File: config.mk
export PLATFORM = sky130hd
export DESIGN_NAME = pes_elevator_scan
export DESIGN_NICKNAME = d
export VERILOG_FILES = /design/src/rtl/pes_elc_pkg.sv /design/src/rtl/pes_elc_req_sched.sv /design/src/rtl/pes_elevator_scan.sv
export SDC_FILE = /design/constraint.sdc
export NUM_CORES = 1
export LEC_CHECK = 0
export ABC_AREA = 1
export CORE_MARGIN = 1.5
export CORE_UTILIZATION = 40
export CTS_CLUSTER_DIAMETER = 200
export DETAILED_ROUTE_END_ITERATION = 16
export MAX_ROUTING_LAYER = met4
export PLACE_DENSITY = 0.7
export SYNTH_ARGS = -nofsm -noshare
export SYNTH_HDL_FRONTEND = slang
export SYNTH_SLANG_ARGS = --single-unit
File: constraint.sdc
create_clock -name clk -period 2.12 [get_ports clk]
set_clock_uncertainty 0.15 [all_clocks]
set_input_delay 0.424 -clock clk [delete_from_list [all_inputs] [get_ports clk]]
set_output_delay 0.424 -clock clk [all_outputs]
set_load 0.01 [all_outputs]
File: src/rtl/pes_elc_pkg.sv
// Shared definitions for the SCAN elevator car controller.
//   - elc_state_t : controller state encoding (IDLE, MOVE, DOOR_OPEN)
//   - DIR_UP / DIR_DOWN : direction encoding
//   - floor_span(): above/below masks for a one-hot floor position
// Masks are computed at ELC_MAX_FLOORS width. Callers zero-extend their
// vectors to that width, so NUM_FLOORS must not exceed ELC_MAX_FLOORS.
package pes_elc_pkg;

    typedef enum logic [1:0] {
        IDLE      = 2'd0,
        MOVE      = 2'd1,
        DOOR_OPEN = 2'd2
    } elc_state_t;

    localparam logic DIR_UP   = 1'b1;
    localparam logic DIR_DOWN = 1'b0;

    localparam int ELC_MAX_FLOORS = 32;

    typedef struct packed {
        logic [ELC_MAX_FLOORS-1:0] above;
        logic [ELC_MAX_FLOORS-1:0] below;
    } elc_span_t;

    // For a one-hot position, below is every lower bit and above is every
    // higher bit. The position bit itself belongs to neither mask.
    function automatic elc_span_t floor_span(input logic [ELC_MAX_FLOORS-1:0] pos);
        elc_span_t span;
        span.below = pos - {{(ELC_MAX_FLOORS-1){1'b0}}, 1'b1};
        span.above = ~(span.below | pos);
        return span;
    endfunction

endpackage

File: src/rtl/pes_elc_req_sched.sv
// Combinational request scheduler for the SCAN elevator controller.
// Ports:
//   i_pending   : outstanding floor requests
//   i_cur_floor : one-hot current floor
//   i_direction : travel direction (DIR_UP / DIR_DOWN)
//   o_hit_here  : a request is pending at the current floor
//   o_any_ahead : a request is pending in the travel direction
//   o_any_behind: a request is pending against the travel direction
module pes_elc_req_sched
    import pes_elc_pkg::*;
#(
    parameter int NUM_FLOORS = 8
) (
    input  logic [NUM_FLOORS-1:0] i_pending,
    input  logic [NUM_FLOORS-1:0] i_cur_floor,
    input  logic                  i_direction,
    output logic                  o_hit_here,
    output logic                  o_any_ahead,
    output logic                  o_any_behind
);

    logic [ELC_MAX_FLOORS-1:0] w_pend_ext;
    logic [ELC_MAX_FLOORS-1:0] w_cur_ext;
    elc_span_t                 w_span;
    logic                      w_any_above;
    logic                      w_any_below;

    assign w_pend_ext  = ELC_MAX_FLOORS'(i_pending);
    assign w_cur_ext   = ELC_MAX_FLOORS'(i_cur_floor);
    assign w_span      = floor_span(w_cur_ext);

    assign w_any_above = |(w_pend_ext & w_span.above);
    assign w_any_below = |(w_pend_ext & w_span.below);

    assign o_hit_here   = |(i_pending & i_cur_floor);
    assign o_any_ahead  = (i_direction == DIR_UP) ? w_any_above : w_any_below;
    assign o_any_behind = (i_direction == DIR_UP) ? w_any_below : w_any_above;

endmodule

File: src/rtl/pes_elevator_scan.sv
// SCAN (sweep) elevator car controller.
// Requests accumulate in a pending mask and are served in sweep order.
// The car moves one floor every MOVE_CYCLES cycles. The door dwells for
// DOOR_CYCLES cycles, and that dwell is extended while an alert is active.
// Ports:
//   clk, reset     : clock, synchronous active-high reset
//   req_valid/mask : floor request capture
//   over_time      : door obstructed / held too long
//   over_weight    : load exceeds limit
//   cur_floor      : one-hot floor position
//   direction      : 1 = up, 0 = down
//   moving         : car in motion
//   door_open      : door open
//   arrived        : single-cycle pulse on stopping at a requested floor
//   pending        : outstanding requests
//   door_alert     : registered over_time, only while idle or door open
//   weight_alert   : registered over_weight, only while idle or door open
module pes_elevator_scan
    import pes_elc_pkg::*;
#(
    parameter int NUM_FLOORS  = 8,
    parameter int MOVE_CYCLES = 2,
    parameter int DOOR_CYCLES = 4
) (
    input  logic                  clk,
    input  logic                  reset,
    input  logic                  req_valid,
    input  logic [NUM_FLOORS-1:0] req_mask,
    input  logic                  over_time,
    input  logic                  over_weight,
    output logic [NUM_FLOORS-1:0] cur_floor,
    output logic                  direction,
    output logic                  moving,
    output logic                  door_open,
    output logic                  arrived,
    output logic [NUM_FLOORS-1:0] pending,
    output logic                  door_alert,
    output logic                  weight_alert
);

    localparam int MCW = (MOVE_CYCLES > 1) ? $clog2(MOVE_CYCLES) : 1;
    localparam int DCW = (DOOR_CYCLES > 1) ? $clog2(DOOR_CYCLES) : 1;
    localparam logic [MCW-1:0]        MOVE_LAST  = MCW'(MOVE_CYCLES - 1);
    localparam logic [MCW-1:0]        MOVE_ONE   = MCW'(1);
    localparam logic [MCW-1:0]        MOVE_ZERO  = MCW'(0);
    localparam logic [DCW-1:0]        DOOR_LOAD  = DCW'(DOOR_CYCLES - 1);
    localparam logic [DCW-1:0]        DOOR_ONE   = DCW'(1);
    localparam logic [DCW-1:0]        DOOR_ZERO  = DCW'(0);
    localparam logic [NUM_FLOORS-1:0] FLOOR_ZERO = {NUM_FLOORS{1'b0}};
    localparam logic [NUM_FLOORS-1:0] FLOOR_BOT  = {{(NUM_FLOORS-1){1'b0}}, 1'b1};

    elc_state_t            r_state;
    logic [NUM_FLOORS-1:0] r_cur_floor;
    logic                  r_dir;
    logic [NUM_FLOORS-1:0] r_pending;
    logic [MCW-1:0]        r_move_cnt;
    logic [DCW-1:0]        r_door_cnt;
    logic                  r_moving;
    logic                  r_door_open;
    logic                  r_arrived;
    logic                  r_door_alert;
    logic                  r_weight_alert;

    logic [NUM_FLOORS-1:0] w_req;
    logic [NUM_FLOORS-1:0] w_next_floor;
    logic                  w_alert;
    logic                  w_here_req;
    logic                  w_hit_here;
    logic                  w_any_ahead;
    logic                  w_any_behind;

    assign w_req        = req_valid ? req_mask : FLOOR_ZERO;
    assign w_next_floor = (r_dir == DIR_UP) ? (r_cur_floor << 1) : (r_cur_floor >> 1);
    assign w_alert      = over_time | over_weight;
    assign w_here_req   = |(w_req & r_cur_floor);

    pes_elc_req_sched #(
        .NUM_FLOORS (NUM_FLOORS)
    ) u_sched (
        .i_pending    (r_pending),
        .i_cur_floor  (r_cur_floor),
        .i_direction  (r_dir),
        .o_hit_here   (w_hit_here),
        .o_any_ahead  (w_any_ahead),
        .o_any_behind (w_any_behind)
    );

    // Controller FSM: position, direction, request mask, counters and flags.
    always_ff @(posedge clk) begin
        if (reset) begin
            r_state        <= IDLE;
            r_cur_floor    <= FLOOR_BOT;
            r_dir          <= DIR_UP;
            r_pending      <= FLOOR_ZERO;
            r_move_cnt     <= MOVE_ZERO;
            r_door_cnt     <= DOOR_ZERO;
            r_moving       <= 1'b0;
            r_door_open    <= 1'b0;
            r_arrived      <= 1'b0;
            r_door_alert   <= 1'b0;
            r_weight_alert <= 1'b0;
        end else begin
            r_arrived      <= 1'b0;
            // Alerts reflect the state the car is in while they are sampled.
            r_door_alert   <= over_time   & (r_state != MOVE);
            r_weight_alert <= over_weight & (r_state != MOVE);
            case (r_state)
                IDLE: begin
                    if (w_alert) begin
                        r_state     <= DOOR_OPEN;
                        r_door_open <= 1'b1;
                        r_door_cnt  <= DOOR_LOAD;
                        r_pending   <= r_pending | w_req;
                    end else if (w_hit_here) begin
                        // Serving this floor: a same-edge request for it is absorbed.
                        r_state     <= DOOR_OPEN;
                        r_door_open <= 1'b1;
                        r_door_cnt  <= DOOR_LOAD;
                        r_arrived   <= 1'b1;
                        r_pending   <= (r_pending | w_req) & ~r_cur_floor;
                    end else if (w_any_ahead) begin
                        r_state     <= MOVE;
                        r_moving    <= 1'b1;
                        r_move_cnt  <= MOVE_ZERO;
                        r_pending   <= r_pending | w_req;
                    end else if (w_any_behind) begin
                        // Reversal happens only here, never mid-sweep.
                        r_dir       <= ~r_dir;
                        r_state     <= MOVE;
                        r_moving    <= 1'b1;
                        r_move_cnt  <= MOVE_ZERO;
                        r_pending   <= r_pending | w_req;
                    end else begin
                        r_pending   <= r_pending | w_req;
                    end
                end
                MOVE: begin
                    if (r_move_cnt == MOVE_LAST) begin
                        r_move_cnt  <= MOVE_ZERO;
                        r_cur_floor <= w_next_floor;
                        if (|(r_pending & w_next_floor)) begin
                            r_state     <= DOOR_OPEN;
                            r_moving    <= 1'b0;
                            r_door_open <= 1'b1;
                            r_door_cnt  <= DOOR_LOAD;
                            r_arrived   <= 1'b1;
                            r_pending   <= (r_pending | w_req) & ~w_next_floor;
                        end else begin
                            r_pending   <= r_pending | w_req;
                        end
                    end else begin
                        r_move_cnt <= r_move_cnt + MOVE_ONE;
                        r_pending  <= r_pending | w_req;
                    end
                end
                DOOR_OPEN: begin
                    // The door is already open here, so a call for this floor is served directly.
                    r_pending <= (r_pending | w_req) & ~r_cur_floor;
                    if (w_alert || w_here_req) begin
                        r_door_cnt <= DOOR_LOAD;
                    end else if (r_door_cnt == DOOR_ZERO) begin
                        r_state     <= IDLE;
                        r_door_open <= 1'b0;
                    end else begin
                        r_door_cnt <= r_door_cnt - DOOR_ONE;
                    end
                end
                default: begin
                    r_state     <= IDLE;
                    r_moving    <= 1'b0;
                    r_door_open <= 1'b0;
                    r_move_cnt  <= MOVE_ZERO;
                    r_door_cnt  <= DOOR_ZERO;
                end
            endcase
        end
    end

    assign cur_floor    = r_cur_floor;
    assign direction    = r_dir;
    assign moving       = r_moving;
    assign door_open    = r_door_open;
    assign arrived      = r_arrived;
    assign pending      = r_pending;
    assign door_alert   = r_door_alert;
    assign weight_alert = r_weight_alert;

endmodule

Yosys cells after proc, flatten, opt, wreduce, memory -nomap -nowiden
Index checks and enable logic that the tools add are counted.
{ "totals": {"reg_bits": 27, "inputBits": 13, "word_cells": 113} }
{ "classes": {"addsub": 3, "n_eq_ne": 13, "n_mux": 50, "bitwise": 20, "reduce_logical": 16} }
{ "ops": {"columns": ["operator", "n"], "rows": [
  ["$and 8x32->32", 2],
  ["$reduce_or 32->1", 2],
  ["$mux 8", 6],
  ["$and 8x8->8", 5],
  ["$not 32->32", 1],
  ["$or 32x8->32", 1],
  ["$mux 2", 14],
  ["$pmux 8 s3", 1],
  ["$reduce_or 8->1", 3],
  ["$mux 1", 23],
  ["$not 8->8", 2],
  ["$reduce_and 5->1", 3],
  ["$ne 2x2->1 const B", 6],
  ["$pmux 2 s3", 2],
  ["$pmux 1 s3", 3],
  ["$sub 8x1->9 const B", 1],
  ["$or 8x8->8", 1],
  ["$reduce_and 4->1", 2],
  ["$reduce_and 6->1", 1],
  ["$ne 5x2->1 const B", 1],
  ["$not 1->1", 5],
  ["$logic_not 2->1", 2],
  ["$ne 3x1->1 const B", 1],
  ["$ne 3x2->1 const B", 1],
  ["other kinds (12)", 13]
]} }

Longest topological paths before layout
{ "depth": {"word_depth": 11, "depth_mapped": 17, "ltp_nobuf": 16} }

Modules after synthesis
From an unflattened synthesis, not the netlist that was laid out.
{ "unflattened": {"cells_unflattened": 326, "area_unflattened_um2": 2185.8} }
{ "by_module_without_submodules": {"columns": ["mod", "n_inst", "cells_each", "area_per_inst_um2"], "rows": [
  ["pes_elevator_scan", 1, 253, 1823.0],
  ["pes_elc_req_sched", 1, 73, 362.8]
]} }

Worst setup path before layout
Ideal clock, no wire load.
{ "synth_timing": {"path_kind": "register to register", "from": "register r_cur_floor[1], in the netlist cur_floor[1]", "to": "register r_moving, in the netlist moving", "arrival_ns": 1.748, "required_ns": 1.857, "setup_slack_ns": 0.109, "stages_incl_launch_ff": 16, "period_less_slack_ns": 2.011, "cell_sequence": "dfxtp_1 > buf_6 > clkinv_1 > ha_1 > nand3_1 > ha_1 > nand2_1 > nand2_1 > nor2_1 > nand2_1 > nor2_1 > nor2_1 > nand2_1 > nor2_2 > nor2_1 > nor2_1"} }
{ "synth_via": {"elab_chain_len": 10, "word_cells_on_any_way": 22, "classes_between": "1 x add/sub; 3 x eq/ne; 7 x mux; 6 x bitwise; 5 x reduce/logical"} }
{ "synth_lines": {"columns": ["element", "line", "source"], "rows": [
  ["start, declared", "pes_elevator_scan.sv:53", "logic [NUM_FLOORS-1:0] r_cur_floor;"],
  ["start signal, assigned", "pes_elevator_scan.sv:140", "r_cur_floor <= w_next_floor;"],
  ["$sub 8x1->9", "pes_elc_pkg.sv:29", "span.below = pos - {{(ELC_MAX_FLOORS-1){1'b0}}, 1'b1};"],
  ["$or 32x8->32", "pes_elc_pkg.sv:30", "span.above = ~(span.below | pos);"],
  ["$not 32->32", "pes_elc_pkg.sv:30", null],
  ["$and 8x32->32", "pes_elc_req_sched.sv:32", "assign w_any_above = |(w_pend_ext & w_span.above);"],
  ["$reduce_or 32->1", "pes_elc_req_sched.sv:32", null],
  ["$mux 1", "pes_elc_req_sched.sv:36", "assign o_any_ahead = (i_direction == DIR_UP) ? w_any_above : w_any_below;"],
  ["$mux 1", "pes_elevator_scan.sv:121", "end else if (w_any_ahead) begin"],
  ["$mux 1", "pes_elevator_scan.sv:114", "end else if (w_hit_here) begin"],
  ["$mux 1", "pes_elevator_scan.sv:109", "if (w_alert) begin"],
  ["$pmux 1 s3", "pes_elevator_scan.sv:107", "case (r_state)"],
  ["end signal, assigned", "pes_elevator_scan.sv:123", "r_moving <= 1'b1;"],
  ["end signal, assigned", "pes_elevator_scan.sv:130", "r_moving <= 1'b1;"],
  ["end signal, assigned", "pes_elevator_scan.sv:143", "r_moving <= 1'b0;"],
  ["end, declared", "pes_elevator_scan.sv:58", "logic r_moving;"]
]} }
Several ways; a longest one is shown, not always the timed one. The select of a mux whose other input is x is not followed.
A chain may end at the register's enable or synchronous reset.

Worst setup path after layout
Same ends and word-level chain as after synthesis.

==> metrics <==
I/O Pins=35; worst flop-to-flop path endpoint=moving$_SDFFE_PP0P_; first drt pass iteration count=5; Initial Util=0.4109; number of DRC violations after detailed-routing iteration 0=191; Die Y=74.97 um; total power per unit cell area=902.8 nW/um^2; via count of the first global-routing pass=2069; Clk network pwr share=0.130; clock tree root driver cell=clkbuf_8; Horiz. Die Dim=74.97 um; Clock Path Buffers=2; switching share of total power=0.4517; relative contribution of combinational cells to total power=0.555; largest net degree at the start of global routing=22; largest cells by area after synthesis=dfxtp_1 (26%), nand2_1 (20%), ha_1 (8.5%); result of the run=finished clean; Max Slew Vio Count=0; post-synth design cell area=2072 um^2; met1 Track Usage GR=0.3016; Antenna diodes=0; count of endpoints failing hold in the final timing report=0; fin area=2673 um^2; type of the tightest min-delay check=reg -> reg; grt ovf=0; top cell type's share of synthesized area=0.2609; fillers=516; worst slack, placed=-0.1424 ns; std cell rows=26; total clock buffers created by CTS=3; worst path setup slack after routing=0.09635 ns; met3 capacity usage during global routing=0.02544; area occupied by multi-input gates=1344 um^2; number of cell instances on the worst register-to-register path=16; Sequential Area=546.8 um^2; number of warnings reported in the yosys synthesis log=0; internal power component=1.323 mW; critical path launch point type=flop; Worst Hold Endpoint=moving$_SDFFE_PP0P_; Remaining DRCs=0; r2r setup slk=0.1 ns; TritonCTS clock tree=done; number of nets with antenna violations after routing=0; detailed-route wire length=6172 um; core area=5042 um^2; maximum resistive drop on vdd=0.4731 mV; Total Routing Usage GR=0.2391; number of max-cap violations=0; worst min-delay path startpoint=moving$_SDFFE_PP0P_; floorplan die area=5621 um^2; ratio of final minimum period to clock period=0.9546; sum of negative setup slack=0 ns; total cell area at the placement stage=2580 um^2; part of the total power dissipated in sequential elements=0.315; Synth-to-Final Area Change=28.99%; number of buffers added on ports=34; setup violators final=0; endpoint kind of the worst setup timing path=flop; largest fanout on the critical path=4; distinct cell type count of the synthesized netlist=26; overall power of the completed layout=2.413 mW; Critical Path AT=2.06 ns; overall via count from detail_route=2312; initial antenna violation count=0; minimum period implied by the final worst setup slack=2.024 ns; sequential share of the synthesized area=0.2609; P_leak=1.215 nW; worst r2r src=cur_floor[1]$_SDFFE_PP0P_; top cell type by total area after synthesis=dfxtp_1; critical path type=reg -> reg; ratio of cells with drive above 1 in the final layout=0.1253; synthesis-stage register bit count=27; switching power summed over all nets=1.090 mW; Final GP Congestion=1.000; clock-pin transition on the worst setup and hold timing paths=0.10 ns; worst-skew pair later-pin latency=0.28 ns; worst hold margin=0.3424 ns; peak-usage layer in the global routing report=met2; synthesized instance count=335; CTS sink cnt=27; met2 capacity usage during global routing=0.3953; per-cell via count in the routed design=5.104; hold bufs inserted after CTS=0; RSZ-0062 raised after global routing=yes; data required time of the worst path=2.16 ns; net count of the finished layout=411; Fmax achieved=494.2 MHz; number of H-tree levels=1; WL per Instance=13.62 um; total half-perimeter wirelength after legalization and detailed placement=4596 um; actual transition at the worst max-transition pin=0.5164 ns; normalized max-slew margin=0.6554; first-pass GRT wire length=9784 um; Cells on Worst Hold Path=2; post-synthesis area per instance=6.185 um^2; number of nets produced by synthesis=362
==> Yosys cell counts (all sizes together) <==
library cell / count
a211oi: 1
a21oi: 24
a31oi: 1
and2: 1
buf: 9
clkbuf: 3
clkinv: 1
dfxtp: 27
ha: 14
inv: 33
nand2: 110
nand3: 23
nand4: 3
nor2: 40
o211ai: 7
o21ai: 22
o21bai: 13
o221ai: 1
o22ai: 2
==> per-stage QoR <==
step,instances,utilization
after CTS,452,0.5211
after global routing,453,0.5300
final,453,0.5300
after global placement,448,0.5117
after floorplan,335,-
after detailed placement,448,0.5117
==> metal layers <==
metal  vias up  part of all wire
met3        15             0.041
met4         0             0.029
met1      1045              0.46
li1       1186                 -
met5         -                 0
met2        66              0.47
==> worst max path at each step <==
stage / start / to / slack, ns / cells past startpoint
after CTS: cur_floor[1]$_SDFFE_PP0P_ / moving$_SDFFE_PP0P_ / 0.04 / 15
after floorplan: cur_floor[1]$_SDFFE_PP0P_ / moving$_SDFFE_PP0P_ / 0.11 / 15
after global placement: req_valid / r_state[1]$_SDFFE_PP0P_ / -0.09 / 12
final: cur_floor[1]$_SDFFE_PP0P_ / moving$_SDFFE_PP0P_ / 0.1 / 16
after detailed placement: req_valid / r_state[1]$_SDFFE_PP0P_ / -0.14 / 12
after global routing: cur_floor[1]$_SDFFE_PP0P_ / moving$_SDFFE_PP0P_ / -0.05 / 16
==> critical path: stages, from the launching register on <==
cell and delay, ns:
dfxtp_4 0.38, nor2_4 0.10, nand2_2 0.06, inv_2 0.06
nand4_1 0.07, ha_1 0.28, nand2_1 0.05, nand2_1 0.07
nor2_1 0.04, nand2_1 0.11, nor2_2 0.06, nor2_1 0.14
nand2_1 0.10, nor2_2 0.11, nand2_1 0.06, nand2_1 0.05
nor2_1 0.04
==> flip-flops by register name (all words and copies together) (netlist names) <==
signal        cells
cur_floor         8
moving            1
r_move_cnt        1
arrived           1
weight_alert      1
r_door_cnt        2
door_open         1
door_alert        1
direction         1
r_state           2
pending           8
==> final cells by class <==
| cell class | instances | share of cell area |
|---|---|---|
| multi-input cells | 262 | 0.5028 |
| flip-flops and latches | 27 | 0.2046 |
| repair buffers | 56 | 0.1938 |
| inverters | 34 | 0.04869 |
| well taps | 70 | 0.03277 |
| clock buffers | 3 | 0.01545 |
| clock inverters | 1 | 0.001873 |
==> logic make-up after synthesis <==
logic type               share of synthesized area
flip-flops                                  0.2609
adder cells (fa/ha/maj)                    0.08454
AND/OR/NAND/NOR                             0.3490
AO/OA/AOI/OAI                               0.2005
buffers and inverters                       0.1051
==> what timing repair did <==
item,4_1_cts,5_1_grt
pin swaps,0,4
endpoints found under the setup margin,1,5
endpoints found under the hold margin,0,0
resized for setup,1,14
setup buffers,0,1
==> cell usage in the layout (no fill, tap or decap) <==
cell type        synthesis  layout
nand4_1                  3       3
clkinv_2                 0       1
o22ai_1                  2       2
buf_4                    1      21
nand3_2                  2       2
nand2_2                  1       2
nand2_1                109     108
a21oi_1                 24      24
inv_1                   28      27
dfxtp_1                 27      24
ha_4                     0       1
o21ai_0                 21      21
clkbuf_8                 0       3
and2_1                   1       1
ha_1                    14      13
dfxtp_2                  0       2
o211ai_1                 7       7
o21ai_1                  1       1
inv_2                    5       6
nor2_2                   3       6
nor2_1                  37      33
o21bai_1                13      13
a211oi_1                 1       1
inv_4                    0       1
dfxtp_4                  0       1
nor2_4                   0       1
clkdlybuf4s50_1          0      34
a31oi_1                  1       1
buf_12                   0       1
nand3_1                 21      21
o221ai_1                 1       1
==> power by group through the flow <==
stage	Sequential [mW]	Clock, mW	Combinational, mW
2_1_floorplan	0.773	0	0.817
3_3_place_gp	0.770	0	1.29
3_5_place_dp	0.771	0	1.31
4_1_cts	0.758	0.324	1.32
5_1_grt	0.777	0.336	1.49
6_report	0.759	0.314	1.34
(Power assumes the default switching activity.)
